[config.mk]
export PLATFORM = sky130hd
export DESIGN_NAME = pipeline_hazard_ctrl_flat
export DESIGN_NICKNAME = d
export VERILOG_FILES = /design/src/rtl/pipeline_hazard_ctrl_pkg.sv /design/src/rtl/pipeline_hazard_ctrl_if.sv /design/src/rtl/pipeline_hazard_ctrl_load_use_detect.sv /design/src/rtl/pipeline_hazard_ctrl.sv /design/src/flat_wrapper.sv
export SDC_FILE = /design/constraint.sdc
export NUM_CORES = 1
export LEC_CHECK = 0
export BUFFER_PORTS_ARGS = -buffer_cell sky130_fd_sc_hd__buf_2
export CORE_AREA = 2 2 54 56
export CTS_CLUSTER_DIAMETER = 200
export DETAILED_ROUTE_END_ITERATION = 7
export DIE_AREA = 0 0 56 58
export GPL_TIMING_DRIVEN = 1
export PLACE_DENSITY = 0.75
export SLEW_MARGIN = 0
export SYNTH_ARGS = -nofsm -noshare
export SYNTH_HDL_FRONTEND = slang
export SYNTH_HIERARCHICAL = 1
export SYNTH_SLANG_ARGS = --single-unit
[constraint.sdc]
create_clock -name CLK -period 2.4 [get_ports CLK]
set_input_delay 0.24 -clock CLK [delete_from_list [all_inputs] [get_ports CLK]]
set_output_delay 0.24 -clock CLK [all_outputs]
set_load 0.05 [all_outputs]
[src/rtl/pipeline_hazard_ctrl_pkg.sv]
// Shared types for the pipeline hazard sequencer: register index and
// sequencer state encoding.
package pipeline_hazard_ctrl_pkg;

    typedef logic [4:0] regbits_t;

    typedef enum logic [1:0] {
        RUN        = 2'd0,
        DMEM_WAIT  = 2'd1,
        HALT_DRAIN = 2'd2,
        HALTED     = 2'd3
    } hzstate_t;

endpackage

[src/rtl/pipeline_hazard_ctrl_if.sv]
// Handshake between the hazard sequencer and the pipeline datapath:
// hazard sources flow in, latch enables/flushes and PC enable flow out.
interface pipeline_hazard_ctrl_if;
    import pipeline_hazard_ctrl_pkg::*;

    logic     ihit;
    logic     dhit;
    logic     dREN_mem;
    logic     dWEN_mem;
    logic     dREN_ex;
    regbits_t regWSEL_ex;
    regbits_t rs_dec;
    regbits_t rt_dec;
    logic     rt_used_dec;
    logic     redirect_mem;
    logic     halt_mem;

    logic     pc_en;
    logic     en_fd;
    logic     en_de;
    logic     en_em;
    logic     en_mw;
    logic     flush_fd;
    logic     flush_de;
    logic     flush_em;
    logic     flush_mw;

    // Sequencer side: consumes hazard sources, drives latch controls.
    modport master (
        input  ihit, dhit, dREN_mem, dWEN_mem, dREN_ex, regWSEL_ex,
               rs_dec, rt_dec, rt_used_dec, redirect_mem, halt_mem,
        output pc_en, en_fd, en_de, en_em, en_mw,
               flush_fd, flush_de, flush_em, flush_mw
    );

    // Datapath side: reports hazard sources, obeys latch controls.
    modport slave (
        output ihit, dhit, dREN_mem, dWEN_mem, dREN_ex, regWSEL_ex,
               rs_dec, rt_dec, rt_used_dec, redirect_mem, halt_mem,
        input  pc_en, en_fd, en_de, en_em, en_mw,
               flush_fd, flush_de, flush_em, flush_mw
    );

endinterface

[src/rtl/pipeline_hazard_ctrl_load_use_detect.sv]
// Load-use hazard detector: a load in EX whose destination feeds a source
// operand of the instruction in DEC. $0 is never a real dependency.
module load_use_detect
    import pipeline_hazard_ctrl_pkg::*;
(
    input  logic     dREN_ex,
    input  regbits_t regWSEL_ex,
    input  regbits_t rs,
    input  regbits_t rt,
    input  logic     rt_used,
    output logic     hazard
);

    // Compare EX destination against the DEC operands actually read.
    always_comb begin
        hazard = dREN_ex && (regWSEL_ex != '0) &&
                 ((regWSEL_ex == rs) || (rt_used && (regWSEL_ex == rt)));
    end

endmodule

[src/rtl/pipeline_hazard_ctrl.sv]
// Central sequencer for the FD/DE/EM/MW pipeline latches and the PC.
// Latch controls are same-cycle combinational; halted and the stall
// counter are registered.
module pipeline_hazard_ctrl
    import pipeline_hazard_ctrl_pkg::*;
#(
    parameter int unsigned STALL_W = 16
) (
    input  logic                  CLK,
    input  logic                  RST,
    pipeline_hazard_ctrl_if.master hz,
    output logic                  halted,
    output logic [STALL_W-1:0]    stall_cnt
);

    hzstate_t state;
    hzstate_t nextState;
    logic     loadUse;
    logic     dmemMiss;

    load_use_detect uLoadUse (
        .dREN_ex    (hz.dREN_ex),
        .regWSEL_ex (hz.regWSEL_ex),
        .rs         (hz.rs_dec),
        .rt         (hz.rt_dec),
        .rt_used    (hz.rt_used_dec),
        .hazard     (loadUse)
    );

    assign dmemMiss = (hz.dREN_mem || hz.dWEN_mem) && !hz.dhit;

    // Priority mux: pick latch enables/flushes and next state from hazards.
    always_comb begin
        nextState   = state;
        hz.pc_en    = 1'b0;
        hz.en_fd    = 1'b0;
        hz.en_de    = 1'b0;
        hz.en_em    = 1'b0;
        hz.en_mw    = 1'b0;
        hz.flush_fd = 1'b0;
        hz.flush_de = 1'b0;
        hz.flush_em = 1'b0;
        hz.flush_mw = 1'b0;

        if (RST) begin
            nextState   = RUN;
            hz.flush_fd = 1'b1;
            hz.flush_de = 1'b1;
            hz.flush_em = 1'b1;
            hz.flush_mw = 1'b1;
        end else begin
            unique case (state)
                // DMEM_WAIT shares RUN's priority chain: dhit=1 drops the miss
                // term, so the release cycle falls through to a full advance.
                RUN, DMEM_WAIT: begin
                    if (hz.halt_mem) begin
                        hz.flush_fd = 1'b1;
                        hz.flush_de = 1'b1;
                        hz.flush_em = 1'b1;
                        hz.en_mw    = 1'b1;
                        nextState   = HALT_DRAIN;
                    end else if (dmemMiss) begin
                        hz.en_mw    = 1'b1;
                        hz.flush_mw = 1'b1;
                        nextState   = DMEM_WAIT;
                    end else begin
                        nextState = RUN;
                        if (hz.redirect_mem) begin
                            hz.pc_en    = 1'b1;
                            hz.flush_fd = 1'b1;
                            hz.flush_de = 1'b1;
                            hz.flush_em = 1'b1;
                            hz.en_mw    = 1'b1;
                        end else if (loadUse || !hz.ihit) begin
                            hz.flush_de = 1'b1;
                            hz.en_em    = 1'b1;
                            hz.en_mw    = 1'b1;
                        end else begin
                            hz.pc_en = 1'b1;
                            hz.en_fd = 1'b1;
                            hz.en_de = 1'b1;
                            hz.en_em = 1'b1;
                            hz.en_mw = 1'b1;
                        end
                    end
                end
                HALT_DRAIN: begin
                    hz.en_mw  = 1'b1;
                    nextState = HALTED;
                end
                HALTED: begin
                    nextState = HALTED;
                end
                default: begin
                    nextState = RUN;
                end
            endcase
        end
    end

    // State register, sticky halt flag and saturating stall counter.
    always_ff @(posedge CLK) begin
        if (RST) begin
            state     <= RUN;
            halted    <= 1'b0;
            stall_cnt <= '0;
        end else begin
            state  <= nextState;
            halted <= (nextState == HALTED);
            if (!hz.pc_en && (state != HALTED) && (stall_cnt != '1)) begin
                stall_cnt <= stall_cnt + 1'b1;
            end
        end
    end

endmodule

[src/flat_wrapper.sv]
// flat-port wrapper written by rule: the top's interface ports become plain ports
module pipeline_hazard_ctrl_flat import pipeline_hazard_ctrl_pkg::*;
#(
    parameter int unsigned STALL_W = 16
)
  (CLK, RST, halted, stall_cnt, hz_ihit, hz_dhit, hz_dREN_mem, hz_dWEN_mem, hz_dREN_ex, hz_regWSEL_ex, hz_rs_dec, hz_rt_dec, hz_rt_used_dec, hz_redirect_mem, hz_halt_mem, hz_pc_en, hz_en_fd, hz_en_de, hz_en_em, hz_en_mw, hz_flush_fd, hz_flush_de, hz_flush_em, hz_flush_mw);
  pipeline_hazard_ctrl_if hz_i ();
  input  logic CLK;
  input  logic RST;
  output logic halted;
  output logic [STALL_W-1:0] stall_cnt;
  input wire logic [$bits(hz_i.ihit)-1:0] hz_ihit;
  input wire logic [$bits(hz_i.dhit)-1:0] hz_dhit;
  input wire logic [$bits(hz_i.dREN_mem)-1:0] hz_dREN_mem;
  input wire logic [$bits(hz_i.dWEN_mem)-1:0] hz_dWEN_mem;
  input wire logic [$bits(hz_i.dREN_ex)-1:0] hz_dREN_ex;
  input wire logic [$bits(hz_i.regWSEL_ex)-1:0] hz_regWSEL_ex;
  input wire logic [$bits(hz_i.rs_dec)-1:0] hz_rs_dec;
  input wire logic [$bits(hz_i.rt_dec)-1:0] hz_rt_dec;
  input wire logic [$bits(hz_i.rt_used_dec)-1:0] hz_rt_used_dec;
  input wire logic [$bits(hz_i.redirect_mem)-1:0] hz_redirect_mem;
  input wire logic [$bits(hz_i.halt_mem)-1:0] hz_halt_mem;
  output wire logic [$bits(hz_i.pc_en)-1:0] hz_pc_en;
  output wire logic [$bits(hz_i.en_fd)-1:0] hz_en_fd;
  output wire logic [$bits(hz_i.en_de)-1:0] hz_en_de;
  output wire logic [$bits(hz_i.en_em)-1:0] hz_en_em;
  output wire logic [$bits(hz_i.en_mw)-1:0] hz_en_mw;
  output wire logic [$bits(hz_i.flush_fd)-1:0] hz_flush_fd;
  output wire logic [$bits(hz_i.flush_de)-1:0] hz_flush_de;
  output wire logic [$bits(hz_i.flush_em)-1:0] hz_flush_em;
  output wire logic [$bits(hz_i.flush_mw)-1:0] hz_flush_mw;
  assign hz_i.ihit = hz_ihit;
  assign hz_i.dhit = hz_dhit;
  assign hz_i.dREN_mem = hz_dREN_mem;
  assign hz_i.dWEN_mem = hz_dWEN_mem;
  assign hz_i.dREN_ex = hz_dREN_ex;
  assign hz_i.regWSEL_ex = hz_regWSEL_ex;
  assign hz_i.rs_dec = hz_rs_dec;
  assign hz_i.rt_dec = hz_rt_dec;
  assign hz_i.rt_used_dec = hz_rt_used_dec;
  assign hz_i.redirect_mem = hz_redirect_mem;
  assign hz_i.halt_mem = hz_halt_mem;
  assign hz_pc_en = hz_i.pc_en;
  assign hz_en_fd = hz_i.en_fd;
  assign hz_en_de = hz_i.en_de;
  assign hz_en_em = hz_i.en_em;
  assign hz_en_mw = hz_i.en_mw;
  assign hz_flush_fd = hz_i.flush_fd;
  assign hz_flush_de = hz_i.flush_de;
  assign hz_flush_em = hz_i.flush_em;
  assign hz_flush_mw = hz_i.flush_mw;
  pipeline_hazard_ctrl #(.STALL_W(STALL_W)) u_core (.CLK(CLK), .RST(RST), .hz(hz_i), .halted(halted), .stall_cnt(stall_cnt));
endmodule
## Word level (Yosys, flattened, before mapping)

Index checks and enable logic that the tools add are counted.
Widths: inputs -> output; s select.

| storage, ports and cells | value |
|---|---|
| register bits after elaboration | 19 |
| word-level logic and storage cells | 66 |

| operators by class | value |
|---|---|
| $add $sub $neg | 1 |
| eq/ne operators | 8 |
| muxes and demuxes | 37 |
| reduce and logical (&&, ||, !) cells | 17 |

Operator list:

| cell | count |
|---|---|
| $mux 1 | 34 |
| $add 16x1->16 const B | 1 |
| $ne 16x16->1 const B | 1 |
| $eq 5x5->1 | 2 |
| $eq 2x2->1 const B | 3 |
| $logic_and 1x1->1 | 6 |
| $reduce_bool 5->1 | 1 |
| $mux 2 | 2 |
| $pmux 2 s2 | 1 |
| $reduce_or 2->1 | 2 |
| $logic_not 1->1 | 3 |
| $logic_or 1x1->1 | 3 |
| $reduce_or 3->1 | 1 |
| $eq 2x1->1 const B | 1 |
| $logic_not 2->1 | 1 |
| $ne 2x2->1 const B | 1 |

## Depth between registers and ports, before layout

| logic depth | value |
|---|---|
| depth after elaboration | 14 |
| gate-level depth with buffers | 9 |
| mapped depth without buffers | 9 |

## Hierarchy

The synthesis kept the hierarchy.

Modules (own cells, without submodules):

| module | instances | cells each | area an instance (um^2) |
|---|---|---|---|
| pipeline_hazard_ctrl | 1 | 120 | 1027.2 |
| load_use_detect | 1 | 17 | 132.6 |

## Least setup slack after synthesis

OpenSTA, ideal clock, no wires.

| path | value |
|---|---|
| path kind | input to output |
| from | input hz_regWSEL_ex[3] |
| to | output hz_flush_de |
| data arrival time | 2.310 ns |
| path slack | -0.150 ns |
| stages | 8 |
| path through | xor2_1 > nor4_2 > nand3_1 > a21oi_1 > and2b_1 > nand2b_1 > a21oi_1 > o21ai_0 |

| between the ends | value |
|---|---|
| word-level cells in the longest chain between the ends | 11 |
| elaborated cells on any way between the ends | 14 |
| classes of those cells | eq/ne (2); mux (6); reduce/logical (6) |

Ends and longest elaborated chain:

| element | line | RTL |
|---|---|---|
| start: declaration | flat_wrapper.sv:17 | `input wire logic [$bits(hz_i.regWSEL_ex)-1:0] hz_regWSEL_ex;` |
| $eq 5x5->1 | pipeline_hazard_ctrl_load_use_detect.sv:17 | `((regWSEL_ex == rs) \|\| (rt_used && (regWSEL_ex == rt)));` |
| $logic_and 1x1->1 | pipeline_hazard_ctrl_load_use_detect.sv:17 |  |
| $logic_or 1x1->1 | pipeline_hazard_ctrl_load_use_detect.sv:17 |  |
| $logic_and 1x1->1 (*) | pipeline_hazard_ctrl_load_use_detect.sv:16 | `hazard = dREN_ex && (regWSEL_ex != '0) &&` |
| named net u_core.loadUse | pipeline_hazard_ctrl.sv:18 | `logic loadUse;` |
| $logic_or 1x1->1 (*) | pipeline_hazard_ctrl.sv:74 | `end else if (loadUse \|\| !hz.ihit) begin` |
| $mux 1 (*) | pipeline_hazard_ctrl.sv:74 |  |
| $mux 1 (*) | pipeline_hazard_ctrl.sv:68 | `if (hz.redirect_mem) begin` |
| $mux 1 (*) | pipeline_hazard_ctrl.sv:62 | `end else if (dmemMiss) begin` |
| $mux 1 (*) | pipeline_hazard_ctrl.sv:56 | `if (hz.halt_mem) begin` |
| $mux 1 (*) | pipeline_hazard_ctrl.sv:52 | `unique case (state)` |
| $mux 1 (*) | pipeline_hazard_ctrl.sv:45 | `if (RST) begin` |
| end: declaration | flat_wrapper.sv:29 | `output wire logic [$bits(hz_i.flush_de)-1:0] hz_flush_de;` |

The timed path passes the listed nets; every way through them passes the cells marked *.

## Worst setup path in the final report

| path | value |
|---|---|
| from | input hz_regWSEL_ex[3] |
| to | register u_core.stall_cnt[6] |

| between the ends | value |
|---|---|
| word-level cells in the longest chain between the ends | 14 |
| elaborated cells on any way between the ends | 17 |
| classes of those cells | eq/ne (2); mux (6); reduce/logical (9) |

Ends and longest elaborated chain:

| element | line | RTL |
|---|---|---|
| $eq 5x5->1 | pipeline_hazard_ctrl_load_use_detect.sv:17 |  |
| $logic_and 1x1->1 | pipeline_hazard_ctrl_load_use_detect.sv:17 |  |
| $logic_or 1x1->1 | pipeline_hazard_ctrl_load_use_detect.sv:17 |  |
| $logic_and 1x1->1 (*) | pipeline_hazard_ctrl_load_use_detect.sv:16 |  |
| named net u_core.loadUse | pipeline_hazard_ctrl.sv:18 |  |
| $logic_or 1x1->1 (*) | pipeline_hazard_ctrl.sv:74 |  |
| $mux 1 (*) | pipeline_hazard_ctrl.sv:74 |  |
| $mux 1 (*) | pipeline_hazard_ctrl.sv:68 |  |
| $mux 1 (*) | pipeline_hazard_ctrl.sv:62 |  |
| $mux 1 (*) | pipeline_hazard_ctrl.sv:56 |  |
| $mux 1 (*) | pipeline_hazard_ctrl.sv:52 |  |
| $mux 1 (*) | pipeline_hazard_ctrl.sv:45 |  |
| $logic_not 1->1 (*) | pipeline_hazard_ctrl.sv:110 | `if (!hz.pc_en && (state != HALTED) && (stall_cnt != '1)) begin` |
| $logic_and 1x1->1 (*) (2 in a row) | pipeline_hazard_ctrl.sv:110 |  |
| end signal: assignment | pipeline_hazard_ctrl.sv:111 | `stall_cnt <= stall_cnt + 1'b1;` |
| end: declaration | pipeline_hazard_ctrl.sv:13 | `output logic [STALL_W-1:0] stall_cnt` |

Marked as above.
A chain may end at the register's enable or synchronous reset.

==> flow_summary.ini <==
[power_and_ir_drop]
p_switching_mw = 0.227
comb_power_share = 0.254
p_total_mw = 0.668
ir_worst_vdd_mv = 0.259
seqPwrFrac = 0.503
leakage_nw = 0.636
internal-power_mw = 0.442
p_clk_frac = 0.242
powerDensity_nw_per_um2 = 454
p_sw_frac = 0.339

[cells_and_area]
area_growth_syn_to_layout_pct = 26.9
final_common_cell = buf_2
mostFrequentLayoutCells = buf_2 (50), dfxtp_1 (19), nor2_1 (13)
drive_gt1_frac = 0.374
regArea_um2 = 380
antennaDiodeCount = 0
fin_nets = 217
multiInputGateArea_um2 = 726
n_fill_cell = 263

[global_route]
grt_pass1_wl_um = 4570
track_usage = 0.176
grt_max_degree = 25
grt-ovfl-total = 0
antenna_found_initial = 0
grt_pass1_vias = 1155

[route]
first_pass_iters = 4
viasPerCell = 5.46
ant_nets = 0
vias = 1207
drtIter0Drc = 20
drc_errors = 0
avgRoutedWirePerCell_um = 13.0
drt_wl_total_um = 2880

[place]
dp_hpwl_um = 2310
pre_cts_slack_ps = -10.5
place.gp.congestion = 0.796
numPortBuffers = 50

[yosys]
yosys.area_share.adder = 0.0108
ys_types = 42
netlist.top_cell.by_area = dfxtp_1
synth_seq_area_share = 0.328
synth_compound_area_frac = 0.143
synth_nets = 163
avgSynthCellArea_um2 = 8.47
yosys.area_share.simple = 0.332
ys_ff_latch = 19
synth_cells = 137
synth_area_um2 = 1160
muxShareOfSynthArea = 0.0313
synth.top_cell.area_share = 0.328
synthXorXnorAreaFrac = 0.106
synth_top_family_by_area = simple AND/OR/NAND/NOR gates
ys_warn_count = 6
synth_area_leaders = dfxtp_1 (33%), xor2_1 (7.6%), nor2_1 (4.5%)

[worst_setup_path]
setup.worst_path.class = input port to flip-flop
cp-startpoint = hz_regWSEL_ex[3]
path_max_fanout = 8
cp-endpoint = u_core/stall_cnt[6]
reg2reg_setup_slack_ps = 430
setup.worst_path.start_class = input port
cp.required_ps = 2630
worst_r2r_endpoint = u_core/stall_cnt[1]
crit_arrival_ps = 2340
r2r_start = u_core/stall_cnt[8]
ff2ff_path_depth = 6
end_kind = flip-flop

[sta]
drv_slew = 0
period_share = 0.880
tightest_slew_ps = 492
fin_skew_ps = 5.55
finalWorstSetupSlack_ps = 289
rsz0062_at_grt = false
fmax_mhz = 474
layout_min_cycle_time_ps = 2110
setup_violations = 0
report.final.hold_viol_count = 0
max_slew_margin = 0.671

[clock_network]
clkTransAtPathRegs_ps = 110
htree_levels = 1
post-cts-setup-buffers = 0
ctsHoldBuffers = 0
clk-insertion-delay-late_ps = 290
cts_buffer_depth = 2
cts_tree = yes
root_buffer = clkbuf_4
cts_resized = 0
cts.sinks = 19
cts_buffers = 3

[run_status]
status = completed

[floorplanning]
initial_core_util = 0.436
core_um2 = 2660
dieArea_um2 = 3250
rows = 19
die_y_um = 58
die_w_um = 56
io_pins = 51

[min_path]
hold_path_class = input port to flip-flop

[job]
drv_cap = 0
[cells in the mapped netlist]
master,n
nor2b_1,1
o21a_1,1
mux2i_1,1
xnor2_1,4
nor4_1,2
nand4_2,1
inv_1,7
and2b_1,2
nand4_4,1
nand3_2,1
nor4_2,1
ha_1,1
nand2b_1,1
o31ai_1,3
dfxtp_1,19
o31a_1,2
clkbuf_1,1
nor3_2,2
a211oi_1,1
a21oi_1,10
or3_2,2
or4_1,5
or2_1,1
and2_1,1
mux2_4,1
or4_4,1
nor3_1,6
o21ai_1,1
o21ai_0,4
xor2_1,10
o211ai_1,1
or3_1,1
nand3_1,8
buf_4,2
mux2_2,1
nand2_1,7
buf_6,1
o211ai_4,1
nor2_1,14
or2_2,1
nand4_1,5
o21bai_1,1
[critical path: stages]
cell,delay [ps]
buf_2,120
xor2_1,170
nor4_2,270
nand3_1,100
a21oi_1,140
and2b_1,230
o211ai_4,260
nand3_2,200
or4_1,450
a21oi_1,160
[per-layer routing]
metal / up-vias / track usage / routed length [µm]
li1: 601 / - / -
met5: - / 0 / 0
met1: 566 / 0.182 / 1120
met2: 36 / 0.339 / 1600
met3: 4 / 0.0156 / 119
met4: 0 / 0.112 / 43
[logic make-up (layout without fill, tap and decap cells)]
kind of cell	Yosys count	after routing
xor gates and xnor gates	14	14
DFF	19	19
AOI/OAI and AO/OA	25	25
and+or+nand+nor	64	64
buffers and inverters	11	64
muxes	3	3
adders and majority gates	1	1
[worst min path at each step]
stage                           end                  from  slack [ps]  depth (start not counted)
3_5_place_dp   u_core/stall_cnt[15]  u_core/stall_cnt[15]         510                          2
3_3_place_gp   u_core/stall_cnt[15]  u_core/stall_cnt[15]         500                          2
6_report            u_core/state[1]           hz_halt_mem         250                          3
5_1_grt             u_core/state[1]           hz_halt_mem         270                          3
2_1_floorplan         u_core/halted                   RST         320                          1
4_1_cts             u_core/state[1]           hz_halt_mem         240                          3
[registers in the layout (all words and copies together) (netlist names)]
| signal | flops |
|---|---|
| u_core/halted | 1 |
| u_core/state | 2 |
| u_core/stall_cnt | 16 |
[stage by stage]
stage | hold slack (ps) | utilization | TNS (ps) | cell area (µm²) | instances
3_5_place_dp | 508 | 0.542 | -10.5 | 1440 | 217
4_1_cts | 244 | 0.553 | 0 | 1470 | 221
3_3_place_gp | 501 | 0.542 | 0 | 1440 | 217
5_1_grt | 273 | 0.553 | 0 | 1470 | 221
6_report | 252 | 0.553 | 0 | 1470 | 221
2_1_floorplan | 319 | - | 0 | 1160 | 137
[power by group through the flow]
stage / clock [mW] / sequential [mW] / combinational (mW)
2_1_floorplan: 0 / 0.369 / 0.0922
3_3_place_gp: 0 / 0.342 / 0.166
3_5_place_dp: 0 / 0.343 / 0.171
4_1_cts: 0.170 / 0.336 / 0.171
5_1_grt: 0.180 / 0.338 / 0.182
6_report: 0.162 / 0.336 / 0.170
[area by class of cell]
class | instances | area share
multi-input cells | 107 | 0.493
flip-flops and latches | 19 | 0.259
repair buffers | 53 | 0.185
well taps | 31 | 0.0264
inverters | 7 | 0.0179
clock buffers | 3 | 0.0153
clock inverters | 1 | 0.00340
Note: power is estimated with default switching activity, not from simulation.
